===== config.mk =====
export PLATFORM = sky130hd
export DESIGN_NAME = shift_reg_unit
export DESIGN_NICKNAME = d
export VERILOG_FILES = /design/src/rtl/shift_reg_pkg.sv /design/src/rtl/shift_reg_step.sv /design/src/rtl/shift_reg_unit.sv
export SDC_FILE = /design/constraint.sdc
export NUM_CORES = 1
export LEC_CHECK = 0
export BUFFER_PORTS_ARGS = -buffer_cell sky130_fd_sc_hd__buf_2
export CAP_MARGIN = 25
export CORE_MARGIN = 5
export CORE_UTILIZATION = 30
export DETAILED_ROUTE_END_ITERATION = 10
export PLACE_DENSITY_LB_ADDON = 0.05
export SETUP_SLACK_MARGIN = 0.02
export SYNTH_ARGS = -nofsm -noshare
export SYNTH_HDL_FRONTEND = slang
export SYNTH_HIERARCHICAL = 1
export SYNTH_SLANG_ARGS = --single-unit

===== constraint.sdc =====
create_clock -name clock -period 3.95 [get_ports clock]
set_input_delay 0.79 -clock clock [delete_from_list [all_inputs] [get_ports clock]]
set_output_delay 0.79 -clock clock [all_outputs]
set_load 0.02 [all_outputs]

===== src/rtl/shift_reg_pkg.sv =====
// Shared definitions for the shift/rotate register unit.
//   - 4-bit function codes (HOLD..ROL, 1xxx is illegal)
//   - FSM state encoding (IDLE / SHIFT)
//   - helpers that classify a function code
package shift_reg_pkg;

  localparam logic [3:0] FN_HOLD  = 4'b0000;
  localparam logic [3:0] FN_LOAD  = 4'b0001;
  localparam logic [3:0] FN_CLEAR = 4'b0010;
  localparam logic [3:0] FN_SHR   = 4'b0011;
  localparam logic [3:0] FN_SHL   = 4'b0100;
  localparam logic [3:0] FN_ASR   = 4'b0101;
  localparam logic [3:0] FN_ROR   = 4'b0110;
  localparam logic [3:0] FN_ROL   = 4'b0111;

  typedef enum logic {
    S_IDLE  = 1'b0,
    S_SHIFT = 1'b1
  } state_e;

  // Codes 0011..0111 move bits; everything else in 0xxx acts in one edge.
  function automatic logic fn_is_shift(input logic [3:0] f);
    return (f[3] == 1'b0) && (f[2:0] >= 3'd3);
  endfunction

  // Steps that push a bit off the end (rotates keep every bit).
  function automatic logic fn_spills(input logic [3:0] f);
    return (f == FN_SHR) || (f == FN_SHL) || (f == FN_ASR);
  endfunction

endpackage


===== src/rtl/shift_reg_step.sv =====
// One-bit step of the register for a given operation.
//   i_op   : function code (non-shift codes pass i_d through)
//   i_d    : current register value
//   i_fill : fill bit used by SHR/SHL
//   o_q    : value after one step
module shift_reg_step
  import shift_reg_pkg::*;
#(
  parameter int WIDTH = 8
) (
  input  logic [3:0]       i_op,
  input  logic [WIDTH-1:0] i_d,
  input  logic             i_fill,
  output logic [WIDTH-1:0] o_q
);

  always_comb begin
    o_q = i_d;
    case (i_op)
      FN_SHR:  o_q = {i_fill,        i_d[WIDTH-1:1]};
      FN_SHL:  o_q = {i_d[WIDTH-2:0], i_fill};
      FN_ASR:  o_q = {i_d[WIDTH-1],   i_d[WIDTH-1:1]};
      FN_ROR:  o_q = {i_d[0],         i_d[WIDTH-1:1]};
      FN_ROL:  o_q = {i_d[WIDTH-2:0], i_d[WIDTH-1]};
      default: o_q = i_d;
    endcase
  end

endmodule


===== src/rtl/shift_reg_unit.sv =====
// Multi-mode register: hold/load/clear plus logical, arithmetic and rotate
// shifts, one bit per clock under a start/busy/done handshake.
//   clock, reset_n    : clock, async active-low reset
//   start/func/shamt  : command strobe, op code, shift count (sampled when idle)
//   in                : load data
//   out               : register contents
//   busy              : multi-cycle shift in progress
//   done / err        : one-cycle pulses (completed / illegal code rejected)
// Optional macro SHIFT_REG_SERIAL_EN adds serial_in (SHR/SHL fill bit) and
// serial_out (last bit spilled by SHR/SHL/ASR).
module shift_reg_unit
  import shift_reg_pkg::*;
#(
  parameter int WIDTH   = 8,
  parameter int SHAMT_W = 3
) (
  input  logic               clock,
  input  logic               reset_n,
  input  logic               start,
  input  logic [3:0]         func,
  input  logic [SHAMT_W-1:0] shamt,
  input  logic [WIDTH-1:0]   in,
  output logic [WIDTH-1:0]   out,
  output logic               busy,
  output logic               done,
  output logic               err
`ifdef SHIFT_REG_SERIAL_EN
  ,
  input  logic               serial_in,
  output logic               serial_out
`endif
);

  state_e             r_state, w_state_nxt;
  logic [WIDTH-1:0]   r_out,   w_out_nxt;
  logic [SHAMT_W-1:0] r_cnt,   w_cnt_nxt;
  logic [3:0]         r_op,    w_op_nxt;
  logic               r_busy,  w_busy_nxt;
  logic               r_done,  w_done_nxt;
  logic               r_err,   w_err_nxt;

  logic [3:0]         w_step_op;
  logic [WIDTH-1:0]   w_step_q;
  logic               w_fill;

  // One stepper serves both states: idle uses the incoming code for the
  // first step, SHIFT uses the latched one.
  assign w_step_op = (r_state == S_SHIFT) ? r_op : func;

`ifdef SHIFT_REG_SERIAL_EN
  assign w_fill = serial_in;
`else
  assign w_fill = 1'b0;
`endif

  shift_reg_step #(.WIDTH(WIDTH)) u_step (
    .i_op   (w_step_op),
    .i_d    (r_out),
    .i_fill (w_fill),
    .o_q    (w_step_q)
  );

  always_comb begin
    w_state_nxt = r_state;
    w_out_nxt   = r_out;
    w_cnt_nxt   = r_cnt;
    w_op_nxt    = r_op;
    w_busy_nxt  = 1'b0;
    w_done_nxt  = 1'b0;
    w_err_nxt   = 1'b0;
    case (r_state)
      S_IDLE: begin
        if (start) begin
          if (func[3]) begin
            w_err_nxt = 1'b1;
          end else if (fn_is_shift(func)) begin
            w_out_nxt = (shamt == '0) ? r_out : w_step_q;
            if (shamt > SHAMT_W'(1)) begin
              // first step already taken this edge
              w_cnt_nxt   = shamt - SHAMT_W'(1);
              w_op_nxt    = func;
              w_busy_nxt  = 1'b1;
              w_state_nxt = S_SHIFT;
            end else begin
              w_done_nxt = 1'b1;
            end
          end else begin
            case (func)
              FN_LOAD:  w_out_nxt = in;
              FN_CLEAR: w_out_nxt = '0;
              default:  w_out_nxt = r_out;
            endcase
            w_done_nxt = 1'b1;
          end
        end
      end
      S_SHIFT: begin
        w_out_nxt = w_step_q;
        if (r_cnt == SHAMT_W'(1)) begin
          w_cnt_nxt   = '0;
          w_done_nxt  = 1'b1;
          w_state_nxt = S_IDLE;
        end else begin
          w_cnt_nxt  = r_cnt - SHAMT_W'(1);
          w_busy_nxt = 1'b1;
        end
      end
      default: w_state_nxt = S_IDLE;
    endcase
  end

  always_ff @(posedge clock or negedge reset_n) begin
    if (!reset_n) begin
      r_state <= S_IDLE;
      r_out   <= '0;
      r_cnt   <= '0;
      r_op    <= FN_HOLD;
      r_busy  <= 1'b0;
      r_done  <= 1'b0;
      r_err   <= 1'b0;
    end else begin
      r_state <= w_state_nxt;
      r_out   <= w_out_nxt;
      r_cnt   <= w_cnt_nxt;
      r_op    <= w_op_nxt;
      r_busy  <= w_busy_nxt;
      r_done  <= w_done_nxt;
      r_err   <= w_err_nxt;
    end
  end

`ifdef SHIFT_REG_SERIAL_EN
  logic w_step_en;
  logic r_sout;

  // A step happens on every SHIFT edge, and on the accepting edge of a
  // shift with a non-zero count.
  assign w_step_en = (r_state == S_SHIFT) ||
                     (start && fn_is_shift(func) && (shamt != '0));

  always_ff @(posedge clock or negedge reset_n) begin
    if (!reset_n) begin
      r_sout <= 1'b0;
    end else if (w_step_en && fn_spills(w_step_op)) begin
      r_sout <= (w_step_op == FN_SHL) ? r_out[WIDTH-1] : r_out[0];
    end
  end

  assign serial_out = r_sout;
`endif

  assign out  = r_out;
  assign busy = r_busy;
  assign done = r_done;
  assign err  = r_err;

endmodule

==> results by group, run 1 <==
Global routing
  – Antenna violations before repair: 0
  – Vias in the first global route: 1215
  – Largest net degree at the start of global routing: 20
  – Total track usage: 12.21%
  – GRT Residual Overflow: 0
  – First-pass GRT wire length: 6134 um

CTS
  – Maximum buffer depth of the clock tree: 2
  – Root Driver: clkbuf_8
  – CTS resizes: 0
  – CTS tree: done
  – CTS Sinks: 17
  – Hold_buf cts: 0
  – Clk Latency, worst-skew pair: 250 ps
  – Clock H-tree levels: 1
  – Post-CTS setup buffers: 0
  – Total CTS buffers: 3
  – Reg clk slew, reported paths: 70 ps

Synth
  – Number of synthesized flops with an enable pin: 0
  – Yosys top cell by area: dfrtp_1
  – Top cells by area, synth: dfrtp_1 29%, mux2_2 9.2%, mux2i_1 5.5%, a22o_1 4.8%, ha_1 4.3%
  – Yosys Warn Count: 6
  – Sequential fraction of the synthesis area: 29.08%
  – Distinct cells, synth: 41
  – Avg Synthesized Cell Area: 9.950 sq um
  – Yosys top cell area share: 29.08%
  – Fraction of registers with async set/reset: 100.0%
  – Flops & latches, synth: 17
  – Main flop type after synthesis: dfrtp_1
  – Mapped cell area: 1463 sq um
  – Cells after synthesis: 147

Route
  – Remaining antenna violation count: 0
  – Routed vias: 1175
  – DRC Markers: 0
  – Wirelength per Cell: 15.19 um
  – Drt first pass iters: 4
  – WL final: 3630 um
  – Vias/cell: 4.916
  – Drt initial violations: 43

Power
  – Comb pwr share: 62.7%
  – Clock power share: 9.4%
  – Worst IR drop on VDD: 0.0002983 V
  – Flop pwr share: 27.9%
  – Switching power: 0.6290 mW
  – Int Pwr: 0.7394 mW
  – Power density cells: 802.4 nW/um^2
  – Final Power: 1.368 mW
  – Leakage: 0.7889 nW
  – Sw frac: 45.97%

Critical path
  – Crit-path max FO: 19
  – Critical path's top delay family: multiplexers
  – Req. time, crit path: 4090 ps
  – CP peak stage delay: 770 ps
  – FF-to-FF End: out[7]$_DFFE_PN0P_
  – Worst reg2reg path depth: 6
  – WS Path Type: flip-flop to flip-flop
  – Setup crit end: out[7]$_DFFE_PN0P_
  – Cells along the critical path: mux2_2, nor2b_1, a311oi_1, o221ai_1, a22o_1, mux2_2
  – Startpoint type of the worst setup path: flip-flop
  – Worst R2R Setup Slack: 1250 ps
  – Critical path's most frequent cell: mux2_2
  – Slowest stage cell, crit path: dfrtp_1
  – Crit. End Element: flip-flop
  – Worst Setup SP: busy$_DFF_PN0_
  – CP Buf/Inv Count: 0
  – Crit path DAT: 2840 ps
  – FF-to-FF Start: busy$_DFF_PN0_
  – Levels on crit path: 6

Die
  – Row cnt: 25
  – Die ar.: 6372 sq um
  – Die X: 79.83 um
  – Initial Util: 30.97%
  – Ports: 29
  – Die height: 79.83 um
  – Core area: 4723 sq um

Placed design
  – Detailed Place HPWL: 2722 um
  – Gpl congestion: 0.7982
  – Dpl cells: 235
  – Number of port buffers: 28

Timing
  – Worst Clk Skew: 6.628 ps
  – Final setup fails: 0
  – Unrepaired setup endpoints after global routing: no
  – Final hold vios: 0
  – Sum of negative setup slack: 0 ps
  – Max-Slew Margin vs Limit: 53.63%
  – Slew @ Worst Pin: 694.2 ps
  – Tmin final: 2698 ps
  – Fin. max-slew vios: 0
  – Fin crit share: 68.31%
  – FMAX: 0.3706 GHz

Cells and area
  – Final nets: 196
  – Fill count: 500
  – Layout cell share with drive strength beyond 1: 33.72%
  – Fin cells: 239
  – Area growth, synth to finish: 16.60%
  – Antenna diodes: 0
  – Final core occ: 36.11%

Hold path
  – Worst hold-check path type: primary input to asynchronous set/reset pin

Run status
  – Status: completed

Flow run
  – Max Cap Viol: 0
==> worst reg2reg max path: stages, from the launching register on <==
cell	delay, ps
dfrtp_1	770
mux2_2	550
nor2b_1	300
a311oi_1	360
o221ai_1	150
a22o_1	210
mux2_2	250
==> synth_stat cells (2+ instances only) <==
cell type,n
a211oi_1,5
a21o_1,4
a21o_2,2
a21oi_1,8
a221oi_2,3
a22o_1,8
a311oi_1,2
and2_1,2
and3b_1,2
buf_2,3
clkbuf_1,6
dfrtp_1,17
ha_1,5
inv_1,13
mux2_2,12
mux2_4,3
mux2i_1,8
nand2_1,5
nand2b_1,2
nand4bb_1,3
nor2_1,5
nor2b_1,3
nor3b_1,2
nor4_1,3
o21ai_0,3
o221ai_1,2
xnor2_1,2
==> power by group through the flow <==
| stage | clock network, mW | registers (mW) | logic [mW] |
|---|---|---|---|
| after floorplan | 0 | 0.393 | 0.657 |
| after global placement | 0 | 0.381 | 0.858 |
| after detailed placement | 0 | 0.386 | 0.864 |
| after CTS | 0.136 | 0.383 | 0.868 |
| after global routing | 0.145 | 0.402 | 0.950 |
| final | 0.129 | 0.381 | 0.859 |
==> kinds of logic (layout without fill, tap and decap cells) <==
family	count (synthesis)	in the layout	synth area share (%)
xor+xnor	3	3	3.080
simple gates	32	32	13.60
buf+inv	22	46	5.902
mux	23	23	17.79
flops	17	17	29.08
other cells	1	2	0.2564
fa+ha+maj	5	5	4.277
compound gates	44	44	26.01
==> through the flow <==
stage | cell area (sq um) | worst slack [ps] | hold slack (ps)
floorplan | 1466 | 1399 | 475.7
global placement | 1660 | 1297 | 495.5
detailed placement | 1660 | 1178 | 499.4
CTS | 1705 | 1255 | 473.1
global route | 1705 | 1031 | 488.3
finish | 1705 | 1252 | 460.1
==> area by class of cell <==
class	count	area (sq um)	share of cell area (%)
multi-input cells	109	954.7	55.98
flip-flops and latches	17	425.4	24.94
inverters	13	48.80	2.861
repair buffers	29	147.6	8.657
well taps	67	83.83	4.916
clock buffers	4	45.04	2.641
==> cell usage in the layout (no fill, tap or decap), drive strengths merged, types with 3 or more instances in the layout <==
cell type and count:
a21o 6, nand4bb 3, buf 29, o21ai 3
inv 13, nor2b 3, a221oi 3, nor4 3
ha 5, nand2 5, nor2 5, a211oi 5
a22o 8, clkbuf 4, mux2i 8, a21oi 10
dfrtp 17, mux2 15
==> routing by layer <==
metal  track usage, %  routed length, um
met3            3.725                195
met5                0                  0
met2            18.86               1623
met4            2.703                 23
met1            16.68               1788
==> flip-flops by register name, indices dropped and copies added (netlist names) <==
signal  count
out         8
r_cnt       3
r_op        3
busy        1
done        1
err         1
==> worst min-delay path by stage <==
| stage | end | slack (ps) | start | cells after the start |
|---|---|---|---|---|
| finish | done$_DFF_PN0_ | 460 | reset_n | 1 |
| global route | done$_DFF_PN0_ | 490 | reset_n | 1 |
| CTS | done$_DFF_PN0_ | 470 | reset_n | 1 |
| detailed placement | r_op[0]$_DFFE_PN0P_ | 500 | r_op[0]$_DFFE_PN0P_ | 1 |
| global placement | r_op[0]$_DFFE_PN0P_ | 500 | r_op[0]$_DFFE_PN0P_ | 1 |
| floorplan | r_op[0]$_DFFE_PN0P_ | 480 | r_op[0]$_DFFE_PN0P_ | 1 |
Power figures use the tool's default switching activity.
==> run 2, diff against run 1 <==
==> constraint.sdc (replaced) <==
create_clock -name clock -period 2.85 [get_ports clock]
set_input_delay 0.57 -clock clock [delete_from_list [all_inputs] [get_ports clock]]
set_output_delay 0.57 -clock clock [all_outputs]
set_load 0.02 [all_outputs]
==> results by group, run 2 (synthesis gave the netlist of run 1 again) <==
CTS
  – Post-CTS setup buffers: 0
  – Reg clk slew, reported paths: 70 ps
  – Clock H-tree levels: 1
  – Clk Latency, worst-skew pair: 260 ps
  – Maximum buffer depth of the clock tree: 2
  – Hold_buf cts: 0
  – CTS resizes: 0
  – Total CTS buffers: 3
  – Root Driver: clkbuf_8
  – CTS Sinks: 17
  – CTS tree: done

Global routing
  – First-pass GRT wire length: 6189 um
  – Antenna violations before repair: 0
  – Vias in the first global route: 1193
  – Largest net degree at the start of global routing: 18
  – GRT Residual Overflow: 0
  – Total track usage: 12.41%

Run status
  – Status: completed

Timing
  – Final hold vios: 0
  – Final setup fails: 0
  – Tmin final: 2246 ps
  – Setup ws final: 603.8 ps
  – Unrepaired setup endpoints after global routing: no
  – Worst Clk Skew: 6.548 ps
  – Fin. max-slew vios: 0
  – FMAX: 0.4452 GHz
  – Fin crit share: 78.82%
  – Sum of negative setup slack: 0 ps

Cells and area
  – Commonest non-fill, non-tap cell in the layout: buf_2
  – Antenna diodes: 0
  – Most frequent cells in the layout: 28 x buf_2, 17 x dfrtp_1, 13 x inv_1, 12 x mux2_2
  – Final nets: 199
  – Layout cell share with drive strength beyond 1: 34.86%
  – Max FFs per register: 8
  – Area growth, synth to finish: 18.14%

Critical path
  – Critical path's most frequent cell: mux2_2
  – Crit-path max FO: 16
  – Req. time, crit path: 2990 ps
  – CP peak stage delay: 510 ps
  – WS Path Type: flip-flop to flip-flop
  – Startpoint type of the worst setup path: flip-flop
  – Crit path DAT: 2390 ps
  – Crit. End Element: flip-flop
  – Cells along the critical path: mux2_2, xor2_4, mux2i_1, a221oi_2, a22o_1, mux2_2
  – FF-to-FF Start: busy$_DFF_PN0_
  – Worst Setup SP: busy$_DFF_PN0_
  – Slowest stage cell, crit path: mux2_2

Power
  – Sw frac: 46.07%
  – Switching power: 0.8941 mW
  – Clock power share: 9.7%
  – Comb pwr share: 64.6%
  – Leakage: 0.8040 nW
  – Int Pwr: 1.047 mW
  – Worst IR drop on VDD: 0.0003287 V
  – Flop pwr share: 25.7%
  – Final Power: 1.941 mW
  – Power density cells: 1123 nW/um^2

Die
  – Ports: 29
  – Core area: 4723 sq um
  – Die height: 79.83 um
  – Initial Util: 30.97%
  – Die X: 79.83 um
  – Die ar.: 6372 sq um
  – Row cnt: 25

Route
  – Remaining antenna violation count: 0
  – Drt initial violations: 71
  – Routed vias: 1215
  – Vias/cell: 5.021
  – WL final: 3798 um
  – Wirelength per Cell: 15.69 um
  – DRC Markers: 0
  – Drt first pass iters: 4

Flow run
  – Max Cap Viol: 0

Placed design
  – Detailed Place HPWL: 2772 um
  – Pre-CTS WS: 416.1 ps
  – Number of port buffers: 28
  – Gpl congestion: 0.7770

Hold path
  – Worst hold-check path type: primary input to asynchronous set/reset pin
-- run 2: cell types whose count changed in the layout (fill, tap and decap cells not counted) --
cell / change
buf_4: +3
-- run 2: final cells by class --
cell class                      instances  area [sq um]
Fill cell                             518          2995
Inverter                               13         48.80
Clock buffer                            4         45.04
Sequential cell                        17         425.4
Multi-Input combinational cell        109         954.7
Tap cell                               67         83.83
Timing Repair Buffer                   32         170.2
-- run 2: critical path: cells and delay by family (launching register included) --
| kind | cells | cell delay (ps) |
|---|---|---|
| AO/OA/AOI/OAI | 2 | 310 |
| XOR/XNOR | 1 | 350 |
| flip-flops | 1 | 410 |
| multiplexers | 3 | 1070 |
-- run 2: layer usage --
| metal | track usage (%) | share of wire, % |
|---|---|---|
| met1 | 17.33 | 47 |
| met2 | 18.95 | 47 |
| met3 | 3.612 | 5.1 |
| met4 | 2.534 | 0.61 |
| met5 | 0 | 0 |
-- run 2: power by group through the flow --
stage / clock network (mW) / logic [mW] / registers, mW
final: 0.188 / 1.25 / 0.500
after global routing: 0.207 / 1.38 / 0.522
after CTS: 0.196 / 1.27 / 0.501
after detailed placement: 0 / 1.25 / 0.506
after global placement: 0 / 1.24 / 0.501
after floorplan: 0 / 0.911 / 0.545
-- run 2: final timing paths --
check                                            end  slack (ps)  cells past startpoint
worst max-delay path              out[2]$_DFFE_PN0P_         600                      6
worst min-delay path              out[3]$_DFFE_PN0P_         240                      1
worst max register to register    out[2]$_DFFE_PN0P_         600                      6
worst min register to register  r_cnt[0]$_DFFE_PN0P_         520                      1
max in group asynchronous             busy$_DFF_PN0_        2320                      1
min in group clock              r_cnt[0]$_DFFE_PN0P_         520                      1
-- run 2: stage by stage --
stage	instance area (sq um)	cells	hold WS [ps]	util, %
floorplan	1466	148	274.4	-
global placement	1683	238	500.3	35.63
detailed placement	1683	238	504.3	35.63
CTS	1728	242	256.2	36.58
global route	1728	242	272.2	36.58
finish	1728	242	241.0	36.58
==> run 3, diff against run 2 <==
==> constraint.sdc (replaced) <==
create_clock -name clock -period 2 [get_ports clock]
set_input_delay 0.4 -clock clock [delete_from_list [all_inputs] [get_ports clock]]
set_output_delay 0.4 -clock clock [all_outputs]
set_load 0.02 [all_outputs]
==> results by group, run 3 (synthesis gave the netlist of run 1 again) <==
Power
  – Worst IR drop on VDD: 0.0005340 V
  – Leakage: 0.9264 nW
  – Power density cells: 1621 nW/um^2

Cells and area
  – Layout cell share with drive strength beyond 1: 45.31%
  – Max FFs per register: 8
  – Most frequent cells in the layout: 28 x buf_2, 17 x buf_4, 16 x dfrtp_1, 13 x inv_1, 9 x mux2_4
  – Commonest non-fill, non-tap cell in the layout: buf_2
  – Fin cells: 259
  – Final nets: 216
  – Fill count: 477
  – Multi-input gate area in the final layout: 1026 sq um
  – Area growth, synth to finish: 32.42%
  – Antenna diodes: 0
  – Reg area: 426.7 sq um

Timing
  – Fin. max-slew vios: 0
  – Unrepaired setup endpoints after global routing: yes
  – Tmin final: 2078 ps
  – Final setup fails: 8
  – Setup ws final: -77.63 ps
  – Final hold vios: 0
  – FMAX: 0.4813 GHz
  – WHS: 70.03 ps
  – Fin crit share: 103.9%
  – Worst Clk Skew: 3.154 ps

Die
  – Die X: 79.83 um
  – Initial Util: 30.97%
  – Die ar.: 6372 sq um
  – Row cnt: 25
  – Core area: 4723 sq um
  – Ports: 29
  – Die height: 79.83 um

Flow run
  – Max Cap Viol: 0

Route
  – Routed vias: 1278
  – DRC Markers: 0
  – WL final: 4130 um
  – Drt first pass iters: 4
  – Wirelength per Cell: 15.95 um
  – Vias/cell: 4.934
  – Drt initial violations: 72
  – Remaining antenna violation count: 0

CTS
  – CTS tree: done
  – Reg clk slew, reported paths: 80 ps
  – Maximum buffer depth of the clock tree: 2
  – Total CTS buffers: 3
  – Clk Latency, worst-skew pair: 250 ps
  – CTS Sinks: 17
  – Hold_buf cts: 0
  – Root Driver: clkbuf_8
  – Clock H-tree levels: 1

Global routing
  – Largest net degree at the start of global routing: 18
  – First-pass GRT wire length: 6637 um
  – Vias in the first global route: 1286
  – Total track usage: 13.20%
  – Antenna violations before repair: 0
  – GRT Residual Overflow: 0

Run status
  – Failing checks: negative setup slack
  – Status: finished with violations

Critical path
  – WS Path Type: flip-flop to flip-flop
  – Crit path DAT: 2220 ps
  – Crit. End Element: flip-flop
  – Crit-path max FO: 6
  – Startpoint type of the worst setup path: flip-flop
  – Req. time, crit path: 2140 ps

Placed design
  – Gpl congestion: 0.7511
  – Dpl cells: 251
  – Detailed Place HPWL: 2959 um
  – Pre-CTS WS: -97.31 ps
  – Number of port buffers: 28

Hold path
  – Worst hold-check path type: primary input to asynchronous set/reset pin
## run 3: cell count changes in the layout (fill, tap and decap cells not counted), moves of 2 or more
cell    previous run  this run
buf_4              4        17
mux2_4             3         9
mux2_2            12         7
buf_6              0         2
## run 3: path summary, 6_finish.rpt
kind	start	to	slack, ps	depth (start not counted)
max in group asynchronous	reset_n	busy$_DFF_PN0_	1610	1
max reg2reg	busy$_DFF_PN0_	out[0]$_DFFE_PN0P_	-80	7
min	reset_n	r_cnt[2]$_DFFE_PN0P_	70	1
min reg2reg	r_op[0]$_DFFE_PN0P_	r_op[0]$_DFFE_PN0P_	520	1
max	busy$_DFF_PN0_	out[0]$_DFFE_PN0P_	-80	7
min in group clock	start	err$_DFF_PN0_	410	2
## run 3: area by class of cell
class                           instances  area share, %
Clock inverter                          1         0.2584
Inverter                               13          2.519
Timing Repair Buffer                   48          15.76
Multi-Input combinational cell        110          52.97
Sequential cell                        17          22.03
Clock buffer                            3          2.132
Tap cell                               67          4.328
## run 3: per-layer routing
metal  GRT usage [%]  vias to the layer above  wire length [um]  part of all wire [%]
met5               0                        -                 0                     0
met4           2.703                        0                19                  0.46
met3           2.483                        2               142                   3.4
met2           19.87                       21              1840                    45
met1           19.49                      618              2127                    52
li1                -                      637                 -                     -
## run 3: power breakdown
| part | leakage, nW | internal (mW) | switching [mW] |
|---|---|---|---|
| clock | 0.0255 | 0.138 | 0.133 |
| combinational | 0.695 | 1.09 | 1.04 |
| sequential | 0.206 | 0.512 | 0.224 |
| total | 0.926 | 1.74 | 1.40 |
## run 3: stage by stage
| step | utilization, % | TNS, ps | cell area [sq um] | power (mW) |
|---|---|---|---|---|
| 3_3_place_gp | 38.17 | -367.6 | 1803 | 2.653 |
| 4_1_cts | 39.92 | -327.3 | 1886 | 3.059 |
| 5_1_grt | 41.01 | -1166 | 1937 | 3.393 |
| 3_5_place_dp | 38.17 | -566.4 | 1803 | 2.686 |
| 2_1_floorplan | - | -1233 | 1531 | 2.202 |
| 6_report | 41.01 | -365.1 | 1937 | 3.140 |
## run 3: critical path: stages, from the launching register on
cell and delay (ps):
dfrtp_2 460, buf_4 150, mux2_4 340, a21o_2 240
and2_1 170, o32a_1 170, a22o_1 180, mux2_4 260
## run 3: timing repair
item,CTS,global route
cloned,0,1
endpoints found under the setup margin,8,8
pin swaps,10,4
resized for setup,9,6
setup buffers,1,3
